$ cat src/rtl/mem_stage_ctrl.sv
// mem_stage_ctrl: MEM-stage controller that turns EX/MEM load/store requests
// into a handshaked data-cache access, stalls the pipeline until the cache
// answers (or the watchdog expires), captures load data and latches halt.
module mem_stage_ctrl #(
  parameter int unsigned TIMEOUT = 255,
  parameter int unsigned CNTW    = 16
) (
  input  logic            CLK,
  input  logic            nRST,
  input  logic            memcuDRE,
  input  logic            memcuDWE,
  input  logic            memcuHALT,
  input  logic [31:0]     memOutput_Port,
  input  logic [31:0]     memrdat2,
  input  logic            dhit,
  input  logic [31:0]     dmemload,
  output logic            dmemREN,
  output logic            dmemWEN,
  output logic [31:0]     dmemaddr,
  output logic [31:0]     dmemstore,
  output logic            memstall,
  output logic [31:0]     ldata,
  output logic            halt,
  output logic            err,
  output logic [CNTW-1:0] stallcnt
);

  // Watchdog counter only needs to hold 0 .. TIMEOUT-1.
  localparam int unsigned    WDW     = (TIMEOUT <= 1) ? 1 : $clog2(TIMEOUT);
  localparam bit             WD_EN   = (TIMEOUT != 0);
  localparam logic [WDW-1:0] WD_LAST = WDW'(TIMEOUT - 1);

  typedef enum logic [1:0] {
    S_IDLE   = 2'd0,
    S_ACCESS = 2'd1,
    S_DONE   = 2'd2,
    S_HALTED = 2'd3
  } state_t;

  state_t          r_state;
  state_t          w_next;
  logic            w_capture;
  logic            w_hit;
  logic            w_expire;
  logic            w_memstall;
  logic            w_req;

  logic [31:0]     r_addr;
  logic [31:0]     r_store;
  logic [31:0]     r_ldata;
  logic            r_is_wr;
  logic            r_err;
  logic            r_halt;
  logic [WDW-1:0]  r_wdog;
  logic [CNTW-1:0] r_cnt;

  assign w_req = memcuDRE | memcuDWE;

  // State register; reset aborts any access in flight.
  always_ff @(posedge CLK or negedge nRST) begin
    if (!nRST) begin
      r_state <= S_IDLE;
    end else begin
      r_state <= w_next;
    end
  end

  // Next-state decode plus request/stall outputs derived from the state.
  always_comb begin
    w_next     = r_state;
    w_capture  = 1'b0;
    w_hit      = 1'b0;
    w_expire   = 1'b0;
    w_memstall = 1'b0;
    dmemREN    = 1'b0;
    dmemWEN    = 1'b0;
    case (r_state)
      S_IDLE: begin
        if (memcuHALT) begin
          w_next = S_HALTED;
        end else if (w_req) begin
          w_next     = S_ACCESS;
          w_capture  = 1'b1;
          w_memstall = 1'b1;
        end
      end
      S_ACCESS: begin
        w_memstall = 1'b1;
        dmemREN    = ~r_is_wr;
        dmemWEN    = r_is_wr;
        if (dhit) begin
          w_next = S_DONE;
          w_hit  = 1'b1;
        end else if (WD_EN && (r_wdog == WD_LAST)) begin
          w_next   = S_DONE;
          w_expire = 1'b1;
        end
      end
      S_DONE: begin
        w_next = S_IDLE;
      end
      S_HALTED: begin
        w_memstall = 1'b1;
      end
      default: begin
        w_next = S_IDLE;
      end
    endcase
  end

  assign memstall = w_memstall;

  // Request capture: address/data/kind are frozen for the whole access.
  always_ff @(posedge CLK or negedge nRST) begin
    if (!nRST) begin
      r_addr  <= 32'd0;
      r_store <= 32'd0;
      r_is_wr <= 1'b0;
    end else if (w_capture) begin
      r_addr  <= memOutput_Port;
      r_store <= memrdat2;
      r_is_wr <= memcuDWE;
    end
  end

  // Load data is updated only by a load hit; a timeout leaves it untouched.
  always_ff @(posedge CLK or negedge nRST) begin
    if (!nRST) begin
      r_ldata <= 32'd0;
    end else if (w_hit && !r_is_wr) begin
      r_ldata <= dmemload;
    end
  end

  // Watchdog: counts consecutive ACCESS cycles, cleared on leaving ACCESS.
  always_ff @(posedge CLK or negedge nRST) begin
    if (!nRST) begin
      r_wdog <= '0;
    end else if ((r_state == S_ACCESS) && (w_next == S_ACCESS)) begin
      r_wdog <= r_wdog + WDW'(1);
    end else begin
      r_wdog <= '0;
    end
  end

  // Sticky error and halt flags, cleared only by reset.
  always_ff @(posedge CLK or negedge nRST) begin
    if (!nRST) begin
      r_err  <= 1'b0;
      r_halt <= 1'b0;
    end else begin
      if (w_expire) begin
        r_err <= 1'b1;
      end
      if (w_next == S_HALTED) begin
        r_halt <= 1'b1;
      end
    end
  end

  // Saturating count of stalled cycles.
  always_ff @(posedge CLK or negedge nRST) begin
    if (!nRST) begin
      r_cnt <= '0;
    end else if (w_memstall && (r_cnt != {CNTW{1'b1}})) begin
      r_cnt <= r_cnt + CNTW'(1);
    end
  end

  assign dmemaddr  = r_addr;
  assign dmemstore = r_store;
  assign ldata     = r_ldata;
  assign halt      = r_halt;
  assign err       = r_err;
  assign stallcnt  = r_cnt;

endmodule

$ cat config.mk
export PLATFORM = sky130hd
export DESIGN_NAME = mem_stage_ctrl
export DESIGN_NICKNAME = d
export VERILOG_FILES = /design/src/rtl/mem_stage_ctrl.sv
export SDC_FILE = /design/constraint.sdc
export NUM_CORES = 1
export LEC_CHECK = 0
export BUFFER_PORTS_ARGS = -buffer_cell sky130_fd_sc_hd__buf_2
export CORE_UTILIZATION = 27
export DETAILED_ROUTE_END_ITERATION = 6
export PLACE_DENSITY = 0.55
export SLEW_MARGIN = 5
export SYNTH_ARGS = -nofsm -noshare
export SYNTH_HDL_FRONTEND = slang
export SYNTH_SLANG_ARGS = --single-unit
$ cat constraint.sdc
create_clock -name CLK -period 2.12 [get_ports CLK]
set_input_delay 0.53 -clock CLK [delete_from_list [all_inputs] [get_ports CLK]]
set_output_delay 0.53 -clock CLK [all_outputs]
set_load 0.01 [all_outputs]
==> out/qor.yml, run 1 <==
outcome:
  status: "complete, no violations"
pwr:
  internal_power_mw: 7.39
  p_sw_frac: 0.302
  sequentialPowerShare: 0.379
  vdd_drop_max_uv: 548
  power.switching_mw: 3.20
  pwr-share-comb: 0.312
  p_per_area_mw_per_mm2: 1500
  power_frac_clock: 0.308
  power.leakage_nw: 3.43
sta:
  worst_slew_pin_slew_ns: 0.480
  finalCritPeriodShare: 0.893
  setup_violations: 0
  hold_violations: 0
  rsz0062_at_grt: "no"
  max-slew-margin-rel: 0.680
  skew_ns: 0.00633
  drv_slew: 0
  tns_ns: 0
  finalCriticalPeriod_ns: 1.89
  fmax_mhz: 528
logic_synthesis:
  synth_top_area_frac: 0.630
  synthCells: 336
  synthArstFlopShare: 1.00
  syn_area_mm2: 0.00496
  yosysSeqAreaShare: 0.630
  synth_edf_count: 0
  synthFlopType: "dfrtp_1"
  yosysWarnings: 0
  synthTopCellsByArea: "dfrtp_1 (63%), mux2_2 (22%), xor2_1 (3.5%)"
  synth_commonest_cells: "dfrtp_1 (125), mux2_2 (97), xor2_1 (20)"
  ys_types: 34
  synth_largest_area_cell: "dfrtp_1"
  ys_ff_latch: 125
  synth.most_common_cell: "dfrtp_1"
  avgSynthCellArea_um2: 14.8
  syn_nets: 441
finish:
  nets: 673
  seqCellArea_mm2: 0.00313
  drive_gt1_frac: 0.628
  fill_cells: 1748
  stdcell_count: 810
  antennaDiodeCount: 0
  multi_input_area_mm2: 0.00176
  syn2layout_area_growth_pct: 42.6
critical_path:
  path_delay_family: "simple AND/OR/NAND/NOR gates"
  timing.critical_path.from: "memcuDWE"
  regToRegSetupSlack_ns: 0.41
  crit_arrival_ns: 1.36
  worstSetupEndpoint: "memstall"
  critPathMaxStageDelay_ns: 0.33
  setup.worst_path.start_class: "primary input"
  timing.rr.end: "stallcnt[6]$_DFFE_PN0P_"
  cp_data_required_time_ns: 1.59
  reg2reg_from: "stallcnt[0]$_DFFE_PN0P_"
  path_buf_inv: 3
  path_depth: 5
  critical_path.max_fanout: 3
  rr_worst_depth: 6
  worstSetupPathType: "primary input to primary output"
  path_cells: "buf_2 -> or2_2 -> a21oi_2 -> inv_1 -> buf_2"
  crit_top_cell: "buf_2"
  cp_slowest_cell: "or2_2"
  endpoint_kind: "primary output"
clock_tree:
  clk_pin_slew_worst_paths_ns: 0.05
  cts_resized: 0
  clockBufferDepth: 2
  root_buffer: "clkbuf_16"
  clock-sinks: 125
  cts_buffers: 17
  postCtsSetupRepairBufs: 0
  holdBufCountCts: 0
  h-tree-depth: 4
  insertion_delay_ns: 0.41
  cts_tree: "done"
die:
  die_w_um: 138
  start_util: 0.276
  core_area_mm2: 0.0180
  dieArea_mm2: 0.0189
  die_h_um: 138
  io_pins: 219
  std_cell_rows: 49
routing:
  ant_nets: 0
  drc_errors: 0
  drt_iter0_markers: 96
  wl_um: 11700
  wire_per_inst_um: 14.4
  avgViaCountPerCell: 4.37
  via_count: 3543
  drt_pass1_iterations: 4
placement:
  io_buffers: 218
  gp_congestion: 0.760
  place_hpwl_um: 8510
  dp.cells: 778
flow_run:
  maxCapViolations: 0
global_routing:
  overflow: 0
  antenna_found_initial: 0
  grt_pass1_vias: 3622
  grt_start_max_net_pins: 45
  gr-usage-all-layers: 0.125
  grt_pass1_wl_um: 17800
min_path:
  hold_class: "primary input to asynchronous set/reset pin"
[worst reg2reg max path: cells and delay by family (launching register included)]
| family | cells | cell delay [ns] |
|---|---|---|
| buffers and inverters | 1 | 0.24 |
| AND/OR/NAND/NOR | 3 | 0.59 |
| XOR/XNOR | 1 | 0.15 |
| flip-flops | 1 | 0.40 |
| adder cells (fa/ha/maj) | 1 | 0.20 |
[layout make-up]
cell class	count	area share
clock buffer	22	0.0684
clock inverter	10	0.0260
inverter	4	0.00212
multi-input combinational	193	0.248
sequential	125	0.442
tap	229	0.0405
timing repair buffer	227	0.173
[registers in the layout, indices dropped and copies added (netlist names)]
name	flops
dmemaddr	32
dmemstore	32
ldata	32
stallcnt	16
r_wdog	8
r_state	2
err	1
halt	1
r_is_wr	1
[per-layer routing]
layer  track usage  share of wire
met5             0              0
met4        0.0617          0.018
met3        0.0427          0.073
met2         0.207           0.50
met1         0.142           0.41
[power groups by stage]
stage / clock [mW] / combinational (mW) / sequential, mW
after global routing: 3.48 / 3.65 / 4.18
after detailed placement: 0 / 3.38 / 4.07
after floorplan: 0 / 1.36 / 4.52
after CTS: 3.37 / 3.38 / 4.04
after global placement: 0 / 3.30 / 4.02
final: 3.26 / 3.31 / 4.02
[cells by family after synthesis]
kind of cell,synth area share
flip-flops,0.630
multiplexers,0.222
AND/OR/NAND/NOR,0.0767
XOR/XNOR,0.0371
buffers and inverters,0.0184
AO/OA/AOI/OAI,0.00757
adder cells (fa/ha/maj),0.00757
[how the worst min path moves through the flow]
stage | from | endpoint | depth (start not counted) | slack, ns
floorplan | nRST | dmemaddr[0]$_DFFE_PN0P_ | 0 | 0.23
global placement | err$_DFFE_PN0P_ | err$_DFFE_PN0P_ | 1 | 0.46
detailed placement | err$_DFFE_PN0P_ | err$_DFFE_PN0P_ | 1 | 0.44
CTS | nRST | dmemstore[24]$_DFFE_PN0P_ | 1 | 0.08
global route | nRST | dmemstore[24]$_DFFE_PN0P_ | 1 | 0.1
finish | nRST | dmemstore[24]$_DFFE_PN0P_ | 1 | 0.08
[cells in the final DEF (no fill, tap or decap), types with 2 or more instances in the layout]
cell type,instances
buf_2,217
dfrtp_1,125
mux2_2,97
xor2_1,20
clkbuf_16,17
nor2_1,15
nand2_1,9
nand3_1,6
nand4_1,6
nor3_1,5
bufinv_16,5
buf_4,5
buf_12,5
inv_1,4
clkbuf_8,4
or2_2,3
nand2b_1,3
nor4_1,3
ha_1,3
and4_1,2
nor4b_1,2
nor4_2,2
nor3b_1,2
clkinvlp_4,2
clkinv_2,2
[per-stage QoR]
| stage | utilization | hold slack, ns | area, um2 | power [mW] | setup WS, ns |
|---|---|---|---|---|---|
| floorplan | - | 0.234 | 4960 | 5.88 | 0.131 |
| CTS | 0.394 | 0.0812 | 7080 | 10.8 | 0.207 |
| global placement | 0.357 | 0.457 | 6410 | 7.31 | 0.221 |
| global route | 0.394 | 0.100 | 7080 | 11.3 | 0.181 |
| finish | 0.394 | 0.0839 | 7080 | 10.6 | 0.228 |
| detailed placement | 0.357 | 0.439 | 6410 | 7.45 | 0.188 |
Note: power is estimated with default switching activity, not from simulation.
==> run 2, diff against run 1 <==
--- a/config.mk
+++ b/config.mk
@@ -5,10 +5,10 @@
 export SDC_FILE = /design/constraint.sdc
 export NUM_CORES = 1
 export LEC_CHECK = 0
-export BUFFER_PORTS_ARGS = -buffer_cell sky130_fd_sc_hd__buf_2
 export CORE_UTILIZATION = 27
 export DETAILED_ROUTE_END_ITERATION = 6
-export PLACE_DENSITY = 0.55
+export DONT_BUFFER_PORTS = 1
+export PLACE_DENSITY = 0.46
 export SLEW_MARGIN = 5
 export SYNTH_ARGS = -nofsm -noshare
 export SYNTH_HDL_FRONTEND = slang
==> constraint.sdc (replaced) <==
create_clock -name CLK -period 1.6 [get_ports CLK]
set_input_delay 0.4 -clock CLK [delete_from_list [all_inputs] [get_ports CLK]]
set_output_delay 0.4 -clock CLK [all_outputs]
set_load 0.01 [all_outputs]
==> run 2 against run 1 <==
Effect of this change: sequential power up 52%; design area down 6.0%; largest power group unchanged; register-to-register slack worse by 0.47 ns; the flow now finishes with violations (negative hold slack, negative setup slack); critical path type is now register to primary output; clock skew up 0.0014 ns; final cell count down 21%; non-clock buffer count down 169.
==> out/qor.yml, run 2 (same netlist as run 1, synthesis figures left out) <==
critical_path:
  path_buf_inv: 2  # -1
  endpoint_kind: "primary output"
  setup.worst_path.start_class: "register"
  regToRegSetupSlack_ns: -0.06  # -0.47 ns
  path_cells: "nand2b_4 -> nor2_4 -> buf_6 -> buf_6"
  crit_top_cell: "buf_6"
  worstSetupPathType: "register to primary output"
  crit_arrival_ns: 1.26  # -0.10 ns
  cp_slowest_cell: "dfrtp_1"
  path_depth: 4  # -1
  rr_worst_depth: 6  # unchanged
  cp_data_required_time_ns: 1.20  # -0.39 ns
  path_delay_family: "flip-flops"
  critical_path.max_fanout: 3  # unchanged
  timing.rr.end: "stallcnt[10]$_DFFE_PN0P_"
  worstSetupEndpoint: "dmemREN"
  timing.critical_path.from: "r_state[1]$_DFF_PN0_"
  reg2reg_from: "stallcnt[1]$_DFFE_PN0P_"
  critPathMaxStageDelay_ns: 0.40  # +0.07 ns
routing:
  drt_iter0_markers: 54  # -44%
  avgViaCountPerCell: 4.54  # +3.9%
  wire_per_inst_um: 17.1  # +19%
  wl_met3_um: 809  # -5.0%
  drt_pass1_iterations: 4  # unchanged
  dr_wl_met2_um: 5740  # -2.0%
  wl_um: 11000  # -5.9%
  via_count: 2913  # -18%
  ant_nets: 0  # unchanged
  drc_errors: 0  # unchanged
  wl_met1_um: 4280  # -9.9%
  maxUsedRoutingLayer: "met4"
sta:
  finalCritPeriodShare: 1.03
  rsz0062_at_grt: "yes"
  fmax_mhz: 604
  finalCriticalPeriod_ns: 1.66
  finalWorstSetupSlack_ns: -0.0550  # -0.283 ns
  worst_slew_pin_slew_ns: 0.289  # -0.190 ns
  drv_slew: 0  # unchanged
  skew_ns: 0.00770  # +0.00138 ns
  max-slew-margin-rel: 0.806  # +0.126
  setup_violations: 50  # +50
  whs_ns: -0.308  # -0.392 ns
  hold_violations: 125  # +125
global_routing:
  antenna_found_initial: 0  # unchanged
  overflow: 0  # unchanged
  gr-usage-all-layers: 0.110  # -0.0148
  grt_pass1_vias: 3035  # -16%
  grt_start_max_net_pins: 126  # +180%
  grt_pass1_wl_um: 15400  # -13%
pwr:
  vdd_drop_max_uv: 807  # +47%
  sequentialPowerShare: 0.462  # +0.083
  pwr-share-comb: 0.246  # -0.066
  power_frac_clock: 0.292  # -0.016
  internal_power_mw: 9.13  # +24%
  power.switching_mw: 4.13  # +29%
  power.leakage_nw: 2.89  # -16%
  p_sw_frac: 0.311  # +0.00903
  p_per_area_mw_per_mm2: 1990  # +33%
finish:
  final_core_util: 0.370  # -0.0235
  fill_cells: 1721  # -1.5%
  syn2layout_area_growth_pct: 34.1
  drive_gt1_frac: 0.527  # -0.102
  multi_input_area_mm2: 0.00199  # +13%
  final_cell_mix: "dfrtp_1 (124), mux2_2 (84), buf_4 (42), clkbuf_16 (21), xor2_1 (20)"
  final_common_cell: "dfrtp_1"
  antennaDiodeCount: 0  # unchanged
  fin_area_mm2: 0.00666  # -6.0%
  seqCellArea_mm2: 0.00313  # about the same
  nets: 504  # -25%
die:
  start_util: 0.276  # unchanged
  io_pins: 219  # unchanged
  std_cell_rows: 49  # unchanged
  die_w_um: 138  # unchanged
  dieArea_mm2: 0.0189  # unchanged
  core_area_mm2: 0.0180  # unchanged
  die_h_um: 138  # unchanged
clock_tree:
  h-tree-depth: 4  # unchanged
  clock-sinks: 125  # unchanged
  cts_buffers: 17  # unchanged
  cts_tree: "done"
  clockBufferDepth: 2  # unchanged
  clk_pin_slew_worst_paths_ns: 0.06  # about the same
  root_buffer: "clkbuf_16"
  insertion_delay_ns: 0.40  # about the same
min_path:
  hold_class: "primary input to asynchronous set/reset pin"
placement:
  dpl_cell_area_mm2: 0.00553  # -14%
  place_hpwl_um: 6880  # -19%
  io_buffers: 0  # -100%
  gp_congestion: 0.697  # -8.3%
outcome:
  violations: "negative hold slack, negative setup slack"
  status: "finished, violations left"
flow_run:
  maxCapViolations: 0  # unchanged
[run 2: cell types whose count changed in the layout (fill, tap and decap cells not counted), moves of 4 or more]
cell,previous run,this run
buf_2,217,0
buf_4,5,42
buf_6,0,5
clkbuf_16,17,21
mux2_2,97,84
mux2_4,0,13
nor2_1,15,10
nor2_4,1,6
nor3_1,5,1
nor3_2,0,4
nor4_4,1,6
[run 2: layout make-up]
class | instances | share of cell area
clock inverter | 11 | 0.0211
clock buffer | 21 | 0.0692
multi-input combinational | 193 | 0.299
sequential | 125 | 0.470
timing repair buffer | 58 | 0.0953
tap | 229 | 0.0431
inverter | 4 | 0.00226
[run 2: through the flow]
step                      power, mW  instances  worst slack [ns]  TNS (ns)  hold WS [ns]
after global placement         8.74        589           -0.0726    -0.273         0.108
after detailed placement       8.84        589            -0.115    -0.844         0.107
after global routing           14.1        641            -0.129     -9.14        -0.347
after floorplan                7.83        336           -0.0202    -0.413         0.104
final                          13.3        641           -0.0550    -0.982        -0.308
after CTS                      13.3        629           -0.0682     -2.21        -0.335
[run 2: per-layer routing]
metal	global-route usage	vias to the layer above
met3	0.0467	10
met5	0	-
met2	0.193	121
met1	0.111	1472
met4	0.0519	0
li1	-	1310
[run 2: worst reg2reg max path, delay by kind of cell, from the launching register on]
kind	cells	cell delay (ns)
simple gates	3	0.69
flops	1	0.35
buf+inv	1	0.19
fa+ha+maj	1	0.18
xor+xnor	1	0.16
[run 2: power groups by stage]
stage | Clock, mW | Sequential (mW) | Combinational (mW)
floorplan | 0 | 6.00 | 1.83
global placement | 0 | 6.19 | 2.55
detailed placement | 0 | 6.18 | 2.66
CTS | 4.00 | 6.16 | 3.10
global route | 4.16 | 6.36 | 3.54
finish | 3.87 | 6.12 | 3.26
[run 2: worst min path at each step]
stage,start,to,slack (ns),depth (start not counted)
detailed placement,nRST,dmemaddr[10]$_DFFE_PN0P_,0.11,0
CTS,nRST,err$_DFFE_PN0P_,-0.34,0
finish,nRST,dmemaddr[1]$_DFFE_PN0P_,-0.31,0
global placement,nRST,dmemaddr[10]$_DFFE_PN0P_,0.11,0
global route,nRST,dmemaddr[1]$_DFFE_PN0P_,-0.35,0
floorplan,nRST,dmemaddr[0]$_DFFE_PN0P_,0.10,0
[run 2: timing repair]
item,in CTS,in global routing
resized for setup,49,8
cloned,2,5
setup endpoints to repair,50,116
hold endpoints to repair,125,125
pin swaps,7,11
setup buffers,7,8
